==> config.mk <==
export PLATFORM = sky130hd
export DESIGN_NAME = mem_stage_lsu
export DESIGN_NICKNAME = d
export VERILOG_FILES = /design/src/rtl/mem_stage_lsu_pkg.sv /design/src/rtl/mem_stage_lsu_lane.sv /design/src/rtl/mem_stage_lsu.sv
export SDC_FILE = /design/constraint.sdc
export NUM_CORES = 1
export LEC_CHECK = 0
export BUFFER_PORTS_ARGS = -buffer_cell sky130_fd_sc_hd__buf_2
export CAP_MARGIN = 20
export CORE_ASPECT_RATIO = 0.8
export CORE_MARGIN = 3
export CORE_UTILIZATION = 50
export DETAILED_ROUTE_END_ITERATION = 16
export PLACE_DENSITY = 0.78
export SLEW_MARGIN = 20
export SYNTH_ARGS = -nofsm -noshare
export SYNTH_HDL_FRONTEND = slang
export SYNTH_SLANG_ARGS = --single-unit
==> constraint.sdc <==
create_clock -name clk -period 2 [get_ports clk]
set_input_delay 0.2 -clock clk [delete_from_list [all_inputs] [get_ports clk]]
set_output_delay 0.2 -clock clk [all_outputs]
set_load 0.02 [all_outputs]
==> src/rtl/mem_stage_lsu_pkg.sv <==
// Shared pipeline types for the memory-stage load/store unit: access
// types, FSM state encoding and small decode helpers.
package mem_stage_lsu_pkg;

  typedef enum logic [2:0] {
    ACC_WORD   = 3'd0,
    ACC_BYTE_U = 3'd1,
    ACC_BYTE_S = 3'd2,
    ACC_HALF_U = 3'd3,
    ACC_HALF_S = 3'd4
  } acc_t;

  typedef logic [1:0] lsu_state_t;
  localparam lsu_state_t ST_IDLE = 2'd0;
  localparam lsu_state_t ST_REQ  = 2'd1;
  localparam lsu_state_t ST_DONE = 2'd2;

  // Encodings outside acc_t fall back to a full-word access.
  function automatic acc_t norm_acc(input logic [2:0] raw);
    case (raw)
      3'd1:    return ACC_BYTE_U;
      3'd2:    return ACC_BYTE_S;
      3'd3:    return ACC_HALF_U;
      3'd4:    return ACC_HALF_S;
      default: return ACC_WORD;
    endcase
  endfunction

  function automatic logic is_aligned(input acc_t acc, input logic [1:0] lo);
    case (acc)
      ACC_WORD:               return (lo == 2'b00);
      ACC_HALF_U, ACC_HALF_S: return !lo[0];
      default:                return 1'b1;
    endcase
  endfunction

endpackage

==> src/rtl/mem_stage_lsu_lane.sv <==
// Byte-lane steering: store data replication / strobes and load
// lane selection with zero or sign extension.
import mem_stage_lsu_pkg::*;

module lsu_lane (
  input  acc_t        acc,
  input  logic [1:0]  addr_lo,
  input  logic [31:0] wdata,
  input  logic [31:0] rdata,
  output logic [31:0] wdata_rep,
  output logic [3:0]  wstrb,
  output logic [31:0] rdata_ext
);

  logic [7:0]  byte_sel;
  logic [15:0] half_sel;

  always_comb begin
    case (addr_lo)
      2'd0:    byte_sel = rdata[7:0];
      2'd1:    byte_sel = rdata[15:8];
      2'd2:    byte_sel = rdata[23:16];
      default: byte_sel = rdata[31:24];
    endcase
    half_sel = addr_lo[1] ? rdata[31:16] : rdata[15:0];
  end

  always_comb begin
    wstrb     = 4'b1111;
    wdata_rep = wdata;
    rdata_ext = rdata;
    case (acc)
      ACC_BYTE_U, ACC_BYTE_S: begin
        wstrb     = 4'b0001 << addr_lo;
        wdata_rep = {4{wdata[7:0]}};
      end
      ACC_HALF_U, ACC_HALF_S: begin
        wstrb     = addr_lo[1] ? 4'b1100 : 4'b0011;
        wdata_rep = {2{wdata[15:0]}};
      end
      default: ;
    endcase
    case (acc)
      ACC_BYTE_U: rdata_ext = {24'b0, byte_sel};
      ACC_BYTE_S: rdata_ext = {{24{byte_sel[7]}}, byte_sel};
      ACC_HALF_U: rdata_ext = {16'b0, half_sel};
      ACC_HALF_S: rdata_ext = {{16{half_sel[15]}}, half_sel};
      default:    ;
    endcase
  end

endmodule

==> src/rtl/mem_stage_lsu.sv <==
// Memory-stage LSU: turns M-stage load/store requests into a single
// valid/ready bus transaction, stalling the pipeline until it completes.
import mem_stage_lsu_pkg::*;

module mem_stage_lsu #(
  parameter int TIMEOUT = 16
) (
  input  logic        clk,
  input  logic        reset,
  input  logic        MemWriteM,
  input  logic        MemtoRegM,
  input  logic [2:0]  AccTypeM,
  input  logic [31:0] ALUResultM,
  input  logic [31:0] WriteDataM,
  output logic [31:0] ReadDataM,
  output logic        StallM,
  output logic        AlignFault,
  output logic        BusFault,
  output logic        BusValid,
  output logic        BusWrite,
  output logic [31:0] BusAddr,
  output logic [31:0] BusWData,
  output logic [3:0]  BusWStrb,
  input  logic        BusReady,
  input  logic [31:0] BusRData
);

  localparam int CW = $clog2(TIMEOUT + 1);

  lsu_state_t  state_q, state_d;
  logic [31:0] addr_q, addr_d, wdata_q, wdata_d, rdata_q, rdata_d;
  acc_t        acc_q, acc_d;
  logic        store_q, store_d, bfault_q, bfault_d;
  logic [CW-1:0] cnt_q, cnt_d;

  logic [31:0] st_wdata, ld_data;
  logic [3:0]  st_strb;
  acc_t        acc_in;
  logic        access, in_req;

  lsu_lane u_lane (
    .acc       (acc_q),
    .addr_lo   (addr_q[1:0]),
    .wdata     (wdata_q),
    .rdata     (BusRData),
    .wdata_rep (st_wdata),
    .wstrb     (st_strb),
    .rdata_ext (ld_data)
  );

  assign acc_in = norm_acc(AccTypeM);
  assign access = MemWriteM | MemtoRegM;

  always_comb begin
    state_d    = state_q;
    addr_d     = addr_q;
    wdata_d    = wdata_q;
    acc_d      = acc_q;
    store_d    = store_q;
    rdata_d    = rdata_q;
    bfault_d   = bfault_q;
    cnt_d      = cnt_q;
    StallM     = 1'b0;
    AlignFault = 1'b0;
    case (state_q)
      ST_IDLE: begin
        if (access && is_aligned(acc_in, ALUResultM[1:0])) begin
          StallM   = 1'b1;
          addr_d   = ALUResultM;
          wdata_d  = WriteDataM;
          acc_d    = acc_in;
          store_d  = MemWriteM;
          rdata_d  = '0;
          bfault_d = 1'b0;
          cnt_d    = '0;
          state_d  = ST_REQ;
        end else if (access) begin
          AlignFault = 1'b1;
        end
      end
      ST_REQ: begin
        StallM = 1'b1;
        if (BusReady) begin
          rdata_d = store_q ? 32'd0 : ld_data;
          state_d = ST_DONE;
        end else if (cnt_q == CW'(TIMEOUT - 1)) begin
          // Abort: BusValid drops and the fault is reported in DONE.
          rdata_d  = '0;
          bfault_d = 1'b1;
          state_d  = ST_DONE;
        end else begin
          cnt_d = cnt_q + 1'b1;
        end
      end
      ST_DONE: state_d = ST_IDLE;
      default: state_d = ST_IDLE;
    endcase
  end

  always_ff @(posedge clk) begin
    if (reset) begin
      state_q  <= ST_IDLE;
      addr_q   <= '0;
      wdata_q  <= '0;
      acc_q    <= ACC_WORD;
      store_q  <= 1'b0;
      rdata_q  <= '0;
      bfault_q <= 1'b0;
      cnt_q    <= '0;
    end else begin
      state_q  <= state_d;
      addr_q   <= addr_d;
      wdata_q  <= wdata_d;
      acc_q    <= acc_d;
      store_q  <= store_d;
      rdata_q  <= rdata_d;
      bfault_q <= bfault_d;
      cnt_q    <= cnt_d;
    end
  end

  assign in_req    = (state_q == ST_REQ);
  assign BusValid  = in_req;
  assign BusWrite  = in_req & store_q;
  assign BusAddr   = in_req ? {addr_q[31:2], 2'b00} : 32'd0;
  assign BusWData  = (in_req & store_q) ? st_wdata : 32'd0;
  assign BusWStrb  = (in_req & store_q) ? st_strb : 4'd0;
  assign ReadDataM = (state_q == ST_DONE) ? rdata_q : 32'd0;
  assign BusFault  = (state_q == ST_DONE) & bfault_q;

endmodule

; ---- Word level (Yosys, flattened, before mapping)
; Cells that the tools add are included.
; Widths: inputs -> output; s select.
[totals]
out_inout_bits = 105
in_bits = 104
regBits = 108
word_cells = 83
[classes]
shifts = 1
reduce_logical = 15
n_mux = 35
n_eq_ne = 20
bitwise = 3
n_addsub = 1
[ops]
columns = op, n
row1 = $mux 32, 7
row2 = $pmux 32 s2, 2
row3 = $pmux 32 s4, 1
row4 = $pmux 8 s3, 1
row5 = $mux 16, 1
row6 = $eq 3x2->1 const B, 5
row7 = $mux 5, 3
row8 = $pmux 3 s4, 1
row9 = $pmux 5 s2, 1
row10 = $eq 3x3->1 const B, 3
row11 = $mux 1, 8
row12 = $mux 4, 2
row13 = $pmux 4 s2, 1
row14 = $reduce_and 4->1, 2
row15 = $eq 3x1->1 const B, 2
row16 = $logic_not 2->1, 3
row17 = $mux 2, 3
row18 = $ne 2x2->1 const B, 3
row19 = $pmux 1 s2, 3
row20 = $reduce_or 2->1, 3
row21 = $add 5x1->5 const B, 1
row22 = $eq 5x4->1 const B, 1
row23 = $eq 2x1->1 const B, 2
row24 = $eq 2x2->1 const B, 2
row25 = 12 further kinds, 14

; ---- Longest topological paths before layout
[logic_depth]
depth_word = 9
ltp_mapped = 8
ltp_nobuf = 8

; ---- Modules after synthesis
; A second synthesis with hierarchy kept.
[unflattened]
hier_cells = 865
hier_area_um2 = 6985.4
[by_module_without_submodules]
columns = mod, area_each_um2, seq_area_each_um2, cells_per_inst, instances
row1 = mem_stage_lsu, 5602.9, 2162.1, 680, 1
row2 = lsu_lane, 1382.6, 0.0, 185, 1

; ---- Least setup slack after synthesis
; OpenSTA, ideal clock, no wires.
[synth_timing]
path_kind = flip-flop to output port
startpoint = register acc_q[0]
endpoint = output BusWData[30]
n_path_buf = 3
t_arrival_ps = 1840
path_stages_with_launch = 9
t_required_ps = 1800
slack_ps = -40
cell_sequence = dfxtp_1 buf_4 or2_2 clkbuf_1 clkbuf_1 nor2_1 nor2_1 nor2_1 a311oi_1
[synth_between]
elab_chain_cells = 4
word_cells_on_any_way = 8
classes_between = eq/ne (4) / mux (2) / reduce/logical (2)
[synth_rtl]
columns = item, line
row1 = from (decl), mem_stage_lsu.sv:32  ; acc_t acc_q, acc_d;
row2 = from (signal assigned), mem_stage_lsu.sv:105  ; acc_q <= ACC_WORD;
row3 = from (signal assigned), mem_stage_lsu.sv:114  ; acc_q <= acc_d;
row4 = $eq 3x2->1 (tied with other cells), mem_stage_lsu_lane.sv:32  ; case (acc)
row5 = $reduce_or 2->1, mem_stage_lsu_lane.sv:32
row6 = $pmux 32 s2 *, mem_stage_lsu_lane.sv:32
row7 = $mux 32 *, mem_stage_lsu.sv:126  ; assign BusWData = (in_req & store_q) ? st_wdata : 32'd0;
row8 = to (decl), mem_stage_lsu.sv:22  ; output logic [31:0] BusWData,
; Every way passes the cells marked *; elsewhere a longest branch is shown, timed or not.

; ---- Final worst setup path
[layout_timing]
startpoint = register acc_q[0]
endpoint = output BusWData[26]
; Same word-level chain as after synthesis.

==> results.ini <==
[floorplanning]
chipHeight_um = 99.8
die_area_um2 = 12300
floorplan.initialDensity = 0.525
core_area_um2 = 10500
floorplan.io_pins = 209
num_rows = 33
die-width_um = 123

[power]
ir_worst_vdd_uv = 496
static-leakage-power_uw = 0.00325
power.share.sequential = 0.450
share_comb_of_total_power = 0.204
net_switching_power_figure_uw = 1520
power.internal_uw = 3740
power_density_nw_per_um2 = 714
switching_share = 0.289
share_clk_of_total_power = 0.346
total_power_after_layout_uw = 5260

[yosys]
yosys_warnings = 0
synthesis.area_um2 = 5500
yosysTopAreaCellShare = 0.393
ys_top_cells_by_area = dfxtp_1 (39%), nand2_1 (13%), a21oi_1 (9.0%)
synthesis.area_per_instance_um2 = 7.36
async_reset_ff_frac = 0
synth_area_leader_cell = dfxtp_1
post_synth_inst_count = 748
synth_top_flop_cell = dfxtp_1
postSynthRegisterBits = 108
synth_enable_flop_cells = 0
ys_seq_area_frac = 0.393
synth.lib_cells_used.distinct = 43

[route]
via_count = 5948
drt-vias-per-instance = 5.45
drt.antenna.violating_nets = 0
drt-initial-drc-count = 655
wire_per_inst_um = 16.0
final_wirelength_um = 17400
drt_drc_violations_left = 0
firstDrtPassIters = 5

[global_route]
grt_pass1_wl_um = 26600
grt-busiest-layer = met2
grt_max_degree = 77
antenna_found_initial = 1
first_global_vias = 5251
globalRouteMet3Util = 0.0789
met1_routing_resource_usage_after_global_routing = 0.385
grt_overflow_total = 0
global_route.usage.met2 = 0.391
grtUsageTotal = 0.271

[critical_path]
critical_path_required_ps = 1800
r2r-start = acc_q[0]
path_class = register to output pin
cp-startpoint = acc_q[0]
critical_path.startpoint_type = register
path_max_fanout = 6
critPathArrivalTime_ps = 1780
r2r_cells = 6
endpoint_kind = output pin

[cts]
cts_inserted_buffers = 9
cts_hold_buffers = 0
clock_insertion_delay_worst_skew_ps = 350
clock_tree.root_cell = clkbuf_16
clock_path_buffers = 2
cts.clk_slew.worst_paths_ps = 70
clock_sinks = 108
cts_htree_levels = 3
cts_tree = built

[sta]
number_of_endpoints_with_negative_hold_slack_in_the_final_report = 0
max_slew_margin = 0.467
setup_repair_after_global_routing_missed_its_margin = yes
clock-skew-final_ps = 7.23
final.setup.tns_ps = 0
tightest_slew_ps = 797
max_clock_freq_mhz = 505
slew_violations = 0
final_critical_path_setup_slack_ps = 20.9
layout_worst_path_cycle_share = 0.990
post-route-min-period_ps = 1980
finalSetupViolCount = 0

[placement]
numPortBuffers = 206
gp_routability_congestion = 0.920
detailed_place_hpwl_um = 12300
placement.cell_area_um2 = 6840
setup_slack_after_placement_ps = 158
post-place-cells = 1071

[layout]
post_layout_nonfiller_instances = 1091
most_common_cell_after_layout_fill_and_taps_aside = nand2_1
final_layout_size_suffix_gt1_frac = 0.326
antenna-diode-count = 0
most_frequent_cells_in_the_layout = nand2_1 (193), buf_2 (190), dfxtp_1 (104), a21oi_1 (92), nor2_1 (65)
fill_cells = 880
postLayoutCellArea_um2 = 7370
design.final.nets = 1053
syn_to_final_growth_pct = 33.9

[worst_hold_path]
worst_hold_path.num_cells = 3
min-delay-start = ALUResultM[4]
worst_hold_path_type = input port to register

[run_status]
outcome = completed

[run]
maximum_capacitance_violations = 0

-- final cells by class --
class                   instances  area [um^2]  share of cell area
multi-input cells             573         3200               0.434
flip-flops and latches        108         2170               0.295
repair buffers                250         1500               0.203
clock buffers                  12          256              0.0348
well taps                     140          175              0.0238
clock inverters                 3         46.3             0.00628
inverters                       5         18.8             0.00255
-- cell families after synthesis --
kind of cell	after synthesis	synth area share
AOI/OAI and AO/OA	179	0.207
muxes	15	0.0291
and+or+nand+nor	371	0.304
DFF	108	0.393
buffers and inverters	68	0.0557
xor gates and xnor gates	4	0.00637
adders and majority gates	2	0.00455
other	1	0.000681
-- flip-flops by register name, summed over array words and instances (netlist names) --
register	flops
addr_q	32
store_q	1
cnt_q	5
wdata_q	32
state_q	2
rdata_q	32
acc_q	3
bfault_q	1
-- cells in the mapped netlist, types with 2 or more instances --
| master | count |
|---|---|
| nand2_1 | 194 |
| dfxtp_1 | 108 |
| a21oi_1 | 99 |
| nor2_1 | 67 |
| and2_1 | 63 |
| clkbuf_1 | 34 |
| o2bb2ai_1 | 30 |
| buf_2 | 23 |
| and3_1 | 12 |
| nor3_1 | 9 |
| o22ai_1 | 9 |
| a221oi_1 | 8 |
| a311oi_1 | 8 |
| mux2_2 | 8 |
| o21ai_0 | 8 |
| mux2i_1 | 7 |
| buf_4 | 6 |
| o221ai_1 | 6 |
| nand3_1 | 5 |
| inv_1 | 4 |
| nand2b_1 | 4 |
| nor2b_1 | 4 |
| a31oi_1 | 3 |
| nand3b_1 | 3 |
| xnor2_1 | 3 |
| a21oi_2 | 2 |
| ha_1 | 2 |
| nor3b_1 | 2 |
| o21a_1 | 2 |
| or2_2 | 2 |
-- power groups by stage --
stage	Sequential (uW)	Clock, uW	Combinational [uW]
floorplan	2380	0	638
global placement	2410	0	986
detailed placement	2410	0	996
CTS	2360	1840	1010
global route	2380	1920	1180
finish	2370	1820	1070
-- routing by layer --
metal	routed length, um	vias to the layer above
li1	-	2925
met1	7590	2671
met2	7480	311
met3	1980	39
met4	380	2
met5	13	-
-- critical path, stage by stage (launching register included) --
cell	delay, ps
dfxtp_4	380
xnor2_4	200
buf_4	160
o22ai_1	70
nor2_1	110
nor2_1	60
a311oi_2	250
buf_4	180
-- final timing paths --
path / end / slack [ps]
setup / recovery: BusWData[26] / 20
hold / removal: addr_q[4] / 80
setup reg to reg: rdata_q[5] / 100
hold reg to reg: addr_q[17] / 450
-- repair_timing --
item,4_1_cts,5_1_grt
cloned,1,1
gates resized for setup,13,37
setup endpoints to repair,19,48
buffers inserted,0,3
pin swaps,2,10
-- per-stage QoR --
step           hold WS (ps)  utilization
2_1_floorplan           336            -
3_3_place_gp            438        0.652
3_5_place_dp            442        0.652
4_1_cts                76.1        0.685
5_1_grt                78.5        0.703
6_report               82.8        0.703
Note: power is estimated with default switching activity, not from simulation.
